`src/rtl/udp_fragment_slot_manager.sv`:
```
// IPv4 fragment reassembly slot tracker: per-slot lifecycle plus round-robin offer of completed datagrams.
// Age-based reclaim of stalled FILLING slots is built only when UDP_FRAGMENT_SLOT_TIMEOUT_EN is defined.
module udp_fragment_slot_manager #(
    parameter int unsigned FRAGMENT_SLOTS = 4,
    parameter logic [15:0] AGE_LIMIT      = 16'd50000
) (
    input  logic                              i_clock,
    input  logic                              i_reset,
    input  logic [FRAGMENT_SLOTS-1:0]         i_push_data_valid,
    input  logic [FRAGMENT_SLOTS-1:0]         i_push_data_last,
    input  logic [15:0]                       i_packet_id,
    output logic [FRAGMENT_SLOTS-1:0]         o_fragment_slot_empty,
    output logic [FRAGMENT_SLOTS*16-1:0]      o_fragment_slot_packet_id,
    output logic                              o_complete_valid,
    input  logic                              i_complete_ready,
    output logic [$clog2(FRAGMENT_SLOTS)-1:0] o_complete_slot,
    output logic [15:0]                       o_complete_packet_id,
    output logic [15:0]                       o_complete_byte_count,
    input  logic                              i_release,
    input  logic [$clog2(FRAGMENT_SLOTS)-1:0] i_release_slot,
    output logic                              o_timeout_drop,
    output logic [$clog2(FRAGMENT_SLOTS)-1:0] o_timeout_slot,
    output logic                              o_protocol_error
);
    localparam int unsigned SW = $clog2(FRAGMENT_SLOTS);

    typedef enum logic [1:0] {S_EMPTY, S_FILLING, S_COMPLETE, S_READING} slot_state_t;

    slot_state_t               r_state      [FRAGMENT_SLOTS];
    slot_state_t               w_state_next [FRAGMENT_SLOTS];
    logic [15:0]               r_packet_id  [FRAGMENT_SLOTS];
    logic [15:0]               r_byte_count [FRAGMENT_SLOTS];
    logic [SW-1:0]             r_rr_ptr;
    logic                      w_pick_found;
    logic [SW-1:0]             w_pick_slot;
    logic                      w_handshake;
    logic                      w_expire_found;
    logic [SW-1:0]             w_expire_slot;
    logic [FRAGMENT_SLOTS-1:0] w_bad_push;

    assign w_handshake = o_complete_valid && i_complete_ready;

    for (genvar g = 0; g < FRAGMENT_SLOTS; g++) begin : g_pid_out
        assign o_fragment_slot_packet_id[g*16 +: 16] = r_packet_id[g];
    end

`ifdef UDP_FRAGMENT_SLOT_TIMEOUT_EN
    logic [15:0]               r_age [FRAGMENT_SLOTS];
    logic [FRAGMENT_SLOTS-1:0] w_age_due;

    // Due when this idle cycle brings the age to the limit, or it is already held there awaiting report.
    always_comb begin
        w_expire_found = 1'b0;
        w_expire_slot  = '0;
        w_age_due      = '0;
        for (int i = int'(FRAGMENT_SLOTS) - 1; i >= 0; i--) begin
            w_age_due[i] = (r_state[i] == S_FILLING) && !i_push_data_valid[i] && !i_push_data_last[i]
                           && ((17'(r_age[i]) + 17'd1) >= 17'(AGE_LIMIT));
            if (w_age_due[i]) begin
                w_expire_found = 1'b1;
                w_expire_slot  = SW'(i);
            end
        end
    end

    always_ff @(posedge i_clock or posedge i_reset) begin
        if (i_reset) begin
            for (int i = 0; i < int'(FRAGMENT_SLOTS); i++) begin
                r_age[i] <= '0;
            end
            o_timeout_drop <= 1'b0;
            o_timeout_slot <= '0;
        end else begin
            for (int i = 0; i < int'(FRAGMENT_SLOTS); i++) begin
                if (r_state[i] == S_EMPTY || i_push_data_valid[i]) begin
                    r_age[i] <= '0;
                end else if (r_state[i] == S_FILLING) begin
                    r_age[i] <= w_age_due[i] ? AGE_LIMIT : r_age[i] + 16'd1;
                end
            end
            o_timeout_drop <= w_expire_found;
            if (w_expire_found) begin
                o_timeout_slot <= w_expire_slot;
            end
        end
    end
`else
    assign w_expire_found = 1'b0;
    assign w_expire_slot  = '0;
    assign o_timeout_drop = 1'b0;
    assign o_timeout_slot = '0;
`endif

    // Round-robin pick: the COMPLETE slot closest at or after the pointer wins.
    always_comb begin
        w_pick_found = 1'b0;
        w_pick_slot  = '0;
        for (int k = int'(FRAGMENT_SLOTS) - 1; k >= 0; k--) begin
            if (r_state[SW'((int'(r_rr_ptr) + k) % int'(FRAGMENT_SLOTS))] == S_COMPLETE) begin
                w_pick_found = 1'b1;
                w_pick_slot  = SW'((int'(r_rr_ptr) + k) % int'(FRAGMENT_SLOTS));
            end
        end
    end

    always_comb begin
        w_bad_push = '0;
        for (int i = 0; i < int'(FRAGMENT_SLOTS); i++) begin
            w_state_next[i] = r_state[i];
            case (r_state[i])
                S_EMPTY: begin
                    if (i_push_data_valid[i]) w_state_next[i] = S_FILLING;
                end
                S_FILLING: begin
                    if (i_push_data_last[i]) begin
                        w_state_next[i] = S_COMPLETE;
                    end else if (w_expire_found && (w_expire_slot == SW'(i))) begin
                        w_state_next[i] = S_EMPTY;
                    end
                end
                S_COMPLETE: begin
                    w_bad_push[i] = i_push_data_valid[i] || i_push_data_last[i];
                    if (w_handshake && (o_complete_slot == SW'(i))) w_state_next[i] = S_READING;
                end
                S_READING: begin
                    w_bad_push[i] = i_push_data_valid[i] || i_push_data_last[i];
                    if (i_release && (i_release_slot == SW'(i))) w_state_next[i] = S_EMPTY;
                end
                default: w_state_next[i] = S_EMPTY;
            endcase
        end
    end

    always_ff @(posedge i_clock or posedge i_reset) begin
        if (i_reset) begin
            for (int i = 0; i < int'(FRAGMENT_SLOTS); i++) begin
                r_state[i]      <= S_EMPTY;
                r_packet_id[i]  <= '0;
                r_byte_count[i] <= '0;
            end
            o_fragment_slot_empty <= '1;
            o_complete_valid      <= 1'b0;
            o_complete_slot       <= '0;
            o_complete_packet_id  <= '0;
            o_complete_byte_count <= '0;
            o_protocol_error      <= 1'b0;
            r_rr_ptr              <= '0;
        end else begin
            for (int i = 0; i < int'(FRAGMENT_SLOTS); i++) begin
                r_state[i]               <= w_state_next[i];
                o_fragment_slot_empty[i] <= (w_state_next[i] == S_EMPTY);
                if (r_state[i] == S_EMPTY && i_push_data_valid[i]) begin
                    r_packet_id[i]  <= i_packet_id;
                    r_byte_count[i] <= 16'd1;
                end else if (r_state[i] == S_FILLING && i_push_data_valid[i]
                             && r_byte_count[i] != 16'hFFFF) begin
                    r_byte_count[i] <= r_byte_count[i] + 16'd1;
                end
            end
            if (|w_bad_push) begin
                o_protocol_error <= 1'b1;
            end
            // Offer fields stay frozen while valid; one dead cycle follows each handshake.
            if (o_complete_valid) begin
                if (i_complete_ready) begin
                    o_complete_valid <= 1'b0;
                    r_rr_ptr <= (o_complete_slot == SW'(FRAGMENT_SLOTS - 1)) ? '0
                                : o_complete_slot + SW'(1);
                end
            end else if (w_pick_found) begin
                o_complete_valid      <= 1'b1;
                o_complete_slot       <= w_pick_slot;
                o_complete_packet_id  <= r_packet_id[w_pick_slot];
                o_complete_byte_count <= r_byte_count[w_pick_slot];
            end
        end
    end
endmodule

```
`config.mk`:
```
export PLATFORM = sky130hd
export DESIGN_NAME = udp_fragment_slot_manager
export DESIGN_NICKNAME = d
export VERILOG_FILES = /design/src/rtl/udp_fragment_slot_manager.sv
export SDC_FILE = /design/constraint.sdc
export NUM_CORES = 1
export LEC_CHECK = 0
export BUFFER_PORTS_ARGS = -buffer_cell sky130_fd_sc_hd__buf_2
export CAP_MARGIN = 20
export CORE_MARGIN = 8
export CORE_UTILIZATION = 55
export CTS_BUF_LIST = sky130_fd_sc_hd__clkbuf_16
export DETAILED_ROUTE_END_ITERATION = 12
export PLACE_DENSITY = 0.81
export SYNTH_ARGS = -nofsm -noshare
export SYNTH_HDL_FRONTEND = slang
export SYNTH_SLANG_ARGS = --single-unit
export TNS_END_PERCENT = 100
```
`constraint.sdc`:
```
create_clock -name i_clock -period 7.9 [get_ports i_clock]
set_input_delay 0.395 -clock i_clock [delete_from_list [all_inputs] [get_ports i_clock]]
set_output_delay 0.395 -clock i_clock [all_outputs]
set_load 0.02 [all_outputs]
```
**Word level (Yosys, flattened, before mapping)**

Index checks and enable logic that the tools add are counted.
W data, S select, Z words.

- Flip-flop bits (word level): 178
- Latch bits: 0
- Memory bits (writable): 0
- Memory bits (read-only): 0
- Bits of input ports: 30
- Output and inout port bits: 107
- Logic and storage cells: 172
- Memories kept: 0

- $add $sub $neg: 8
- Multiply operators: 0
- Div/mod/pow operators: 0
- Magnitude comparators: 5
- Eq/ne operators: 26
- Shift-type cells: 0
- Multiplexer cells: 62
- Bitwise gates (word level): 6
- Reduce and logical (&&, ||, !) cells: 46

Operators with widths:

| operator | number |
|---|---|
| $mux W16 | 12 |
| $add A16 B1 Y16 const B | 4 |
| $bmux W16 S2 | 2 |
| $ne A16 B16 Y1 const B | 4 |
| $mux W2 | 29 |
| $eq A2 B2 Y1 const B | 16 |
| $pmux W2 S4 | 4 |
| $logic_and A1 B1 Y1 | 21 |
| $logic_not A2 Y1 | 10 |
| $bmux W2 S2 | 4 |
| $eq A2 B1 Y1 const B | 6 |
| $ge A2 B3 Y1 const B | 4 |
| $mux W1 | 11 |
| $not A2 Y2 | 4 |
| $reduce_bool A2 Y1 | 4 |
| $reduce_or A2 Y1 | 4 |
| $add A2 B1 Y2 const B | 2 |
| $add A2 B2 Y2 const B | 2 |
| $logic_or A1 B1 Y1 | 4 |
| $reduce_and A2 Y1 | 2 |
| $reduce_or A4 Y1 | 1 |
| $ge A3 B3 Y1 const B | 1 |
| $not A2 Y3 | 1 |
| $not A1 Y1 | 1 |

**Longest topological paths before layout**

- Depth after elaboration: 14
- Mapped depth: 9
- Depth with buffers taken out: 6

**Worst setup path before layout**

No wires, ideal clock.

- Path type: register to register
- Start: register r_state[2] (netlist bit)
- End: register o_complete_byte_count[1]
- Setup time: 0.133 ns
- Arrival time: 1.821 ns
- Data required time: 7.767 ns
- Setup slack: 5.946 ns
- Cell stages (with the launch flop): 9
- Buffers on the path: 3
- Period minus slack after synthesis: 1.954 ns
- Cell sequence: dfrtp_1 -> buf_6 -> or3b_4 -> o311ai_4 -> nand2_4 -> buf_2 -> buf_6 -> a2111oi_4 -> a211oi_2

- Cells in the longest elaborated chain, start to end: 12
- Elaborated cells between the ends (all ways): 29
- Classes of those cells: 4 x eq/ne; 23 x mux; 1 x bitwise; 1 x reduce/logical

RTL lines:

| element | line | RTL |
|---|---|---|
| start: declaration | 29 | `slot_state_t r_state [FRAGMENT_SLOTS];` |
| start signal: indexed assignment | 150 | `r_state[i] <= w_state_next[i];` |
| $bmux W2 S2 | 99 | `if (r_state[SW'((int'(r_rr_ptr) + k) % int'(FRAGMENT_SLOTS))] == S_COMPLETE) begin` |
| $mux W2 (implied by the code) (2 in series) | 99 |  |
| $eq A2 B2 Y1 | 99 |  |
| $mux W2 (4 in series) | 99 |  |
| $not A2 Y3 (implied by the code) | 174 | `o_complete_byte_count <= r_byte_count[w_pick_slot];` |
| $bmux W16 S2 | 174 |  |
| $mux W16 (implied by the code) (2 in series) | 174 |  |
| end signal: assignment | 174 |  |
| end: declaration | 18 | `output logic [15:0] o_complete_byte_count,` |

Several ways; a longest one is shown, not always the timed one. The select of a mux whose other input is x is not followed.
A chain may end at the register's enable or synchronous reset.

**Worst setup path after layout**

- Start: register r_state[3] (netlist bit)
- End: register o_complete_byte_count[9]

The elaborated chain is that of the path after synthesis.

==> impl_results.html <==
<table>
<tr><th>Metric</th><th>Value</th></tr>
<tr><th colspan="2">Critical path</th></tr>
<tr><td>CP Buf/Inv Count</td><td>1</td></tr>
<tr><td>WP data arrival</td><td>roughly 3.2 ns</td></tr>
<tr><td>Critical-path maximum fanout</td><td>48</td></tr>
<tr><td>Crit path cell chain</td><td>or3b_4, o311ai_4, buf_4, nand2_4, a2111oi_0, a211oi_2</td></tr>
<tr><td>CP required</td><td>about 8 ns</td></tr>
<tr><td>Peak per-stage delay on the critical path</td><td>0.74 ns</td></tr>
<tr><td>CP Launch Type</td><td>flop</td></tr>
<tr><td>Category of the most critical setup path</td><td>flop to flop</td></tr>
<tr><td>Cell family contributing the most delay on the critical path</td><td>compound AO/OA/AOI/OAI gates</td></tr>
<tr><td>Endpoint type of the worst setup path</td><td>flop</td></tr>
<tr><td>Cell with the largest stage delay on the worst path</td><td>a2111oi_0</td></tr>
<tr><th colspan="2">GRT</th></tr>
<tr><td>Wire length of the first global-routing pass</td><td>41200 um</td></tr>
<tr><td>Initial antenna violation count</td><td>0</td></tr>
<tr><td>Maximum number of pins on one net before global-route repair</td><td>between 90 and 100</td></tr>
<tr><td>Residual overflow from global routing</td><td>0</td></tr>
<tr><td>Via count of the first global-routing pass</td><td>7760</td></tr>
<tr><td>Global-route usage over all layers</td><td>~24%</td></tr>
<tr><th colspan="2">Synthesis</th></tr>
<tr><td>Average size of a mapped cell</td><td>around 9.4 um^2</td></tr>
<tr><td>Adder and majority cell fraction of the synthesized area</td><td>about 1.1%</td></tr>
<tr><td>Fraction of the mapped netlist area in simple logic gates</td><td>between 20% and 30%</td></tr>
<tr><td>Synthesis-stage register bit count</td><td>~180</td></tr>
<tr><td>Yosys warning count</td><td>0</td></tr>
<tr><td>Sequential area share after synthesis</td><td>roughly 49%</td></tr>
<tr><td>Flip-flop cell with the highest count after synthesis</td><td>dfrtp_1</td></tr>
<tr><td>Synth top area cells</td><td>dfrtp_1 48%, nand2_1 10%, mux2i_1 4.5%</td></tr>
<tr><td>Cell variety after synth</td><td>63</td></tr>
<tr><td>Cell type contributing the most total cell area after synthesis</td><td>dfrtp_1</td></tr>
<tr><td>Post-synth EDFFs</td><td>0</td></tr>
<tr><td>Post-synthesis mux area share</td><td>4.73%</td></tr>
<tr><td>Post-synthesis compound-gate area fraction</td><td>roughly an eighth</td></tr>
<tr><td>Number of cells produced by synthesis</td><td>roughly 980</td></tr>
<tr><td>Share of the synthesized area in the top cell type</td><td>between 40 and 50%</td></tr>
<tr><td>Area of the mapped netlist</td><td>slightly above 9000 um^2</td></tr>
<tr><td>Post-synthesis xor/xnor area fraction</td><td>4.12%</td></tr>
<tr><td>Async SR Flop Fraction</td><td>100%</td></tr>
<tr><td>Largest family of logic cells by synthesized area</td><td>simple AND/OR/NAND/NOR gates</td></tr>
<tr><th colspan="2">Floorplanning</th></tr>
<tr><td>Chip Height</td><td>between 100 and 150 um</td></tr>
<tr><td>Die area</td><td>between 20000 and 25000 um^2</td></tr>
<tr><td>Placeable core region</td><td>16400 um^2</td></tr>
<tr><td>X dimension of the die</td><td>145 um</td></tr>
<tr><td>Starting utilization of the core area</td><td>between 50 and 60%</td></tr>
<tr><td>Floorplan row count</td><td>47</td></tr>
<tr><td>Number of placed I/O pins</td><td>approximately 140</td></tr>
<tr><th colspan="2">Clock network</th></tr>
<tr><td>Sinks on Clock Net</td><td>between 150 and 200</td></tr>
<tr><td># H-tree levels</td><td>4</td></tr>
<tr><td>TritonCTS clock tree</td><td>done</td></tr>
<tr><td>Hold Buf Count CTS</td><td>0</td></tr>
<tr><td>Post-cts sizing count</td><td>0</td></tr>
<tr><td>TritonCTS buffer count</td><td>17</td></tr>
<tr><td>Clock-pin slew on the worst setup and hold paths</td><td>~0.070 ns</td></tr>
<tr><td>Root buffer selected by CTS</td><td>clkbuf_16</td></tr>
<tr><td>Number of setup buffers added after CTS</td><td>0</td></tr>
<tr><td>Clock latency of the later-clocked register in the worst-skew pair</td><td>roughly 0.44 ns</td></tr>
<tr><td>Maximum clock path buffer count</td><td>2</td></tr>
<tr><th colspan="2">STA</th></tr>
<tr><td>Clock tree skew after final layout</td><td>approximately 0.0077 ns</td></tr>
<tr><td>Highest attainable clock frequency</td><td>approximately 340 MHz</td></tr>
<tr><td>Worst-margin pin slew</td><td>roughly 1.1 ns</td></tr>
<tr><td>Setup tns final</td><td>0 ns</td></tr>
<tr><td>Number of pins with negative max-slew slack in the final report</td><td>0</td></tr>
<tr><td>Fraction of the cycle the final worst path needs</td><td>37.3%</td></tr>
<tr><td>Count of final hold-check violations</td><td>0</td></tr>
<tr><td>Total of endpoints with negative setup slack in the final report</td><td>0</td></tr>
<tr><td>Period minus WS final</td><td>a little under 3 ns</td></tr>
<tr><td>Max transition margin</td><td>about a quarter</td></tr>
<tr><td>WHS</td><td>0.129 ns</td></tr>
<tr><td>Setup repair after global routing missed its margin</td><td>no</td></tr>
<tr><th colspan="2">Place</th></tr>
<tr><td>Final weighted congestion in routability-driven placement</td><td>between 0.8 and 0.9</td></tr>
<tr><td>Placed Cells</td><td>between 1000 and 1500</td></tr>
<tr><td>Quantity of I/O buffers inserted on ports</td><td>133</td></tr>
<tr><td>Detail Placement HPWL</td><td>approximately 17000 um</td></tr>
<tr><th colspan="2">Final layout</th></tr>
<tr><td>Area delta synth-&gt;final</td><td>14.3%</td></tr>
<tr><td>Count of antenna diodes in the layout</td><td>0</td></tr>
<tr><td>Cell Count, Final, Fillers Out</td><td>1313</td></tr>
<tr><td>Leading cell type in the layout, fill and taps excluded</td><td>nand2_1</td></tr>
<tr><td>Fill cells</td><td>about 1300</td></tr>
<tr><td>Post-layout util</td><td>63.8%</td></tr>
<tr><td>Net count reported at finish</td><td>roughly 1100</td></tr>
<tr><td>Most frequent cells in the layout</td><td>245 x nand2_1, 174 x dfrtp_1, 133 x buf_2, 91 x nor2_1, 41 x mux2i_1</td></tr>
<tr><td>Share of post-route cells with drive strength above 1</td><td>19.4%</td></tr>
<tr><th colspan="2">Power and ir drop</th></tr>
<tr><td>Internal power summed over all cells</td><td>around 0.0024 W</td></tr>
<tr><td>Lkg Pwr</td><td>around 5.0 nW</td></tr>
<tr><td>Areal power density over the cells</td><td>a little over 400 nW/um^2</td></tr>
<tr><td>Part of the total power dissipated in combinational logic</td><td>a little under half</td></tr>
<tr><td>Sequential cell fraction of total power</td><td>35.7%</td></tr>
<tr><td>Worst voltage drop across the vdd grid</td><td>around 0.00027 V</td></tr>
<tr><td>Proportion of power drawn by the clock network</td><td>a little under a fifth</td></tr>
<tr><td>Sw frac</td><td>45.6%</td></tr>
<tr><td>Switching pwr</td><td>slightly below 0.002 W</td></tr>
<tr><th colspan="2">Route</th></tr>
<tr><td>Remaining design rule violation count</td><td>0</td></tr>
<tr><td>Vias per Instance</td><td>5.94</td></tr>
<tr><td>Total number of vias</td><td>~8000</td></tr>
<tr><td>Wire length reported by the detailed router</td><td>25300 um</td></tr>
<tr><td>Routed Antenna Nets</td><td>0</td></tr>
<tr><td>Number of detailed-routing iterations run before antenna repair</td><td>5</td></tr>
<tr><td>Per-cell routed wire length</td><td>roughly 19 um</td></tr>
<tr><td>Violation count after the first detailed-routing iteration</td><td>810</td></tr>
<tr><th colspan="2">Min path</th></tr>
<tr><td>Worst hold path class</td><td>primary input to flop</td></tr>
<tr><th colspan="2">Run status</th></tr>
<tr><td>Status</td><td>complete, no violations</td></tr>
<tr><th colspan="2">Flow run</th></tr>
<tr><td>Max cap viols</td><td>0</td></tr>
</table>
worst paths after layout:
kind	startpoint	endpoint	slack (ns)	cells after the start
min in group asynchronous	i_reset	r_byte_count[19]	0.14	2
min reg2reg	o_protocol_error	o_protocol_error	0.46	1
max	r_state[3]	o_complete_byte_count[9]	4.95	6
min	i_push_data_valid[3]	o_fragment_slot_empty[3]	0.13	2
max in group asynchronous	i_reset	o_fragment_slot_packet_id[23]	6.45	4
max reg2reg	r_state[3]	o_complete_byte_count[9]	4.95	6
layer usage:
| metal | track usage (%) | vias to the layer above | share of wire (%) |
|---|---|---|---|
| li1 | - | 3619 | - |
| met1 | 30.2 | 3835 | 42 |
| met2 | 39.9 | 301 | 49 |
| met3 | 4.85 | 46 | 6.5 |
| met4 | 10.0 | 0 | 2.6 |
| met5 | 0 | - | 0 |
through the flow:
step                cell area, um^2  total power (W)  worst slack (ns)
CTS                           10400          0.00433              5.05
finish                        10500          0.00434              4.95
global placement               9880          0.00344              5.20
global route                  10500          0.00458              4.81
floorplan                      9160          0.00295              2.68
detailed placement             9880          0.00351              5.08
synthesized netlist by cell type (all sizes together), types with 10 or more instances:
library cell / count
nand4: 17
a21oi: 20
nand2: 246
dfrtp: 174
a2111oi: 33
nor2: 92
clkbuf: 38
inv: 10
nor3: 13
mux2i: 41
a211oi: 40
o21ai: 16
nand3: 26
and3: 39
buf: 24
xor2: 16
xnor2: 27
layout make-up:
type / instances / area [um^2] / area share, %
clock buffers: 17 / 425 / 4.07
clock inverters: 15 / 141 / 1.35
inverters: 10 / 42.5 / 0.407
multi-input cells: 727 / 4340 / 41.5
flip-flops and latches: 178 / 4460 / 42.6
well taps: 220 / 275 / 2.63
repair buffers: 146 / 776 / 7.41
state kept, by name (all words and copies together), names as in the netlist:
signal,flops
o_complete_valid,1
r_state,8
r_byte_count,64
o_fragment_slot_packet_id,64
o_protocol_error,1
o_complete_byte_count,16
o_complete_packet_id,16
o_complete_slot,2
o_fragment_slot_empty,4
r_rr_ptr,2
cells by family (layout without fill, tap and decap cells):
family	count (synthesis)	after routing
other cells	1	3
buf+inv	72	188
fa+ha+maj	8	8
simple gates	492	492
flops	178	178
mux	43	43
xor+xnor	43	43
compound gates	138	138
power by group through the flow:
stage	sequential, W	combinational, W	clock [W]
final	0.00155	0.00197	0.000821
after global routing	0.00159	0.00213	0.000859
after CTS	0.00154	0.00197	0.000823
after detailed placement	0.00155	0.00195	0
after global placement	0.00155	0.00189	0
after floorplan	0.00174	0.00121	0
Note: power is estimated with default switching activity, not from simulation.
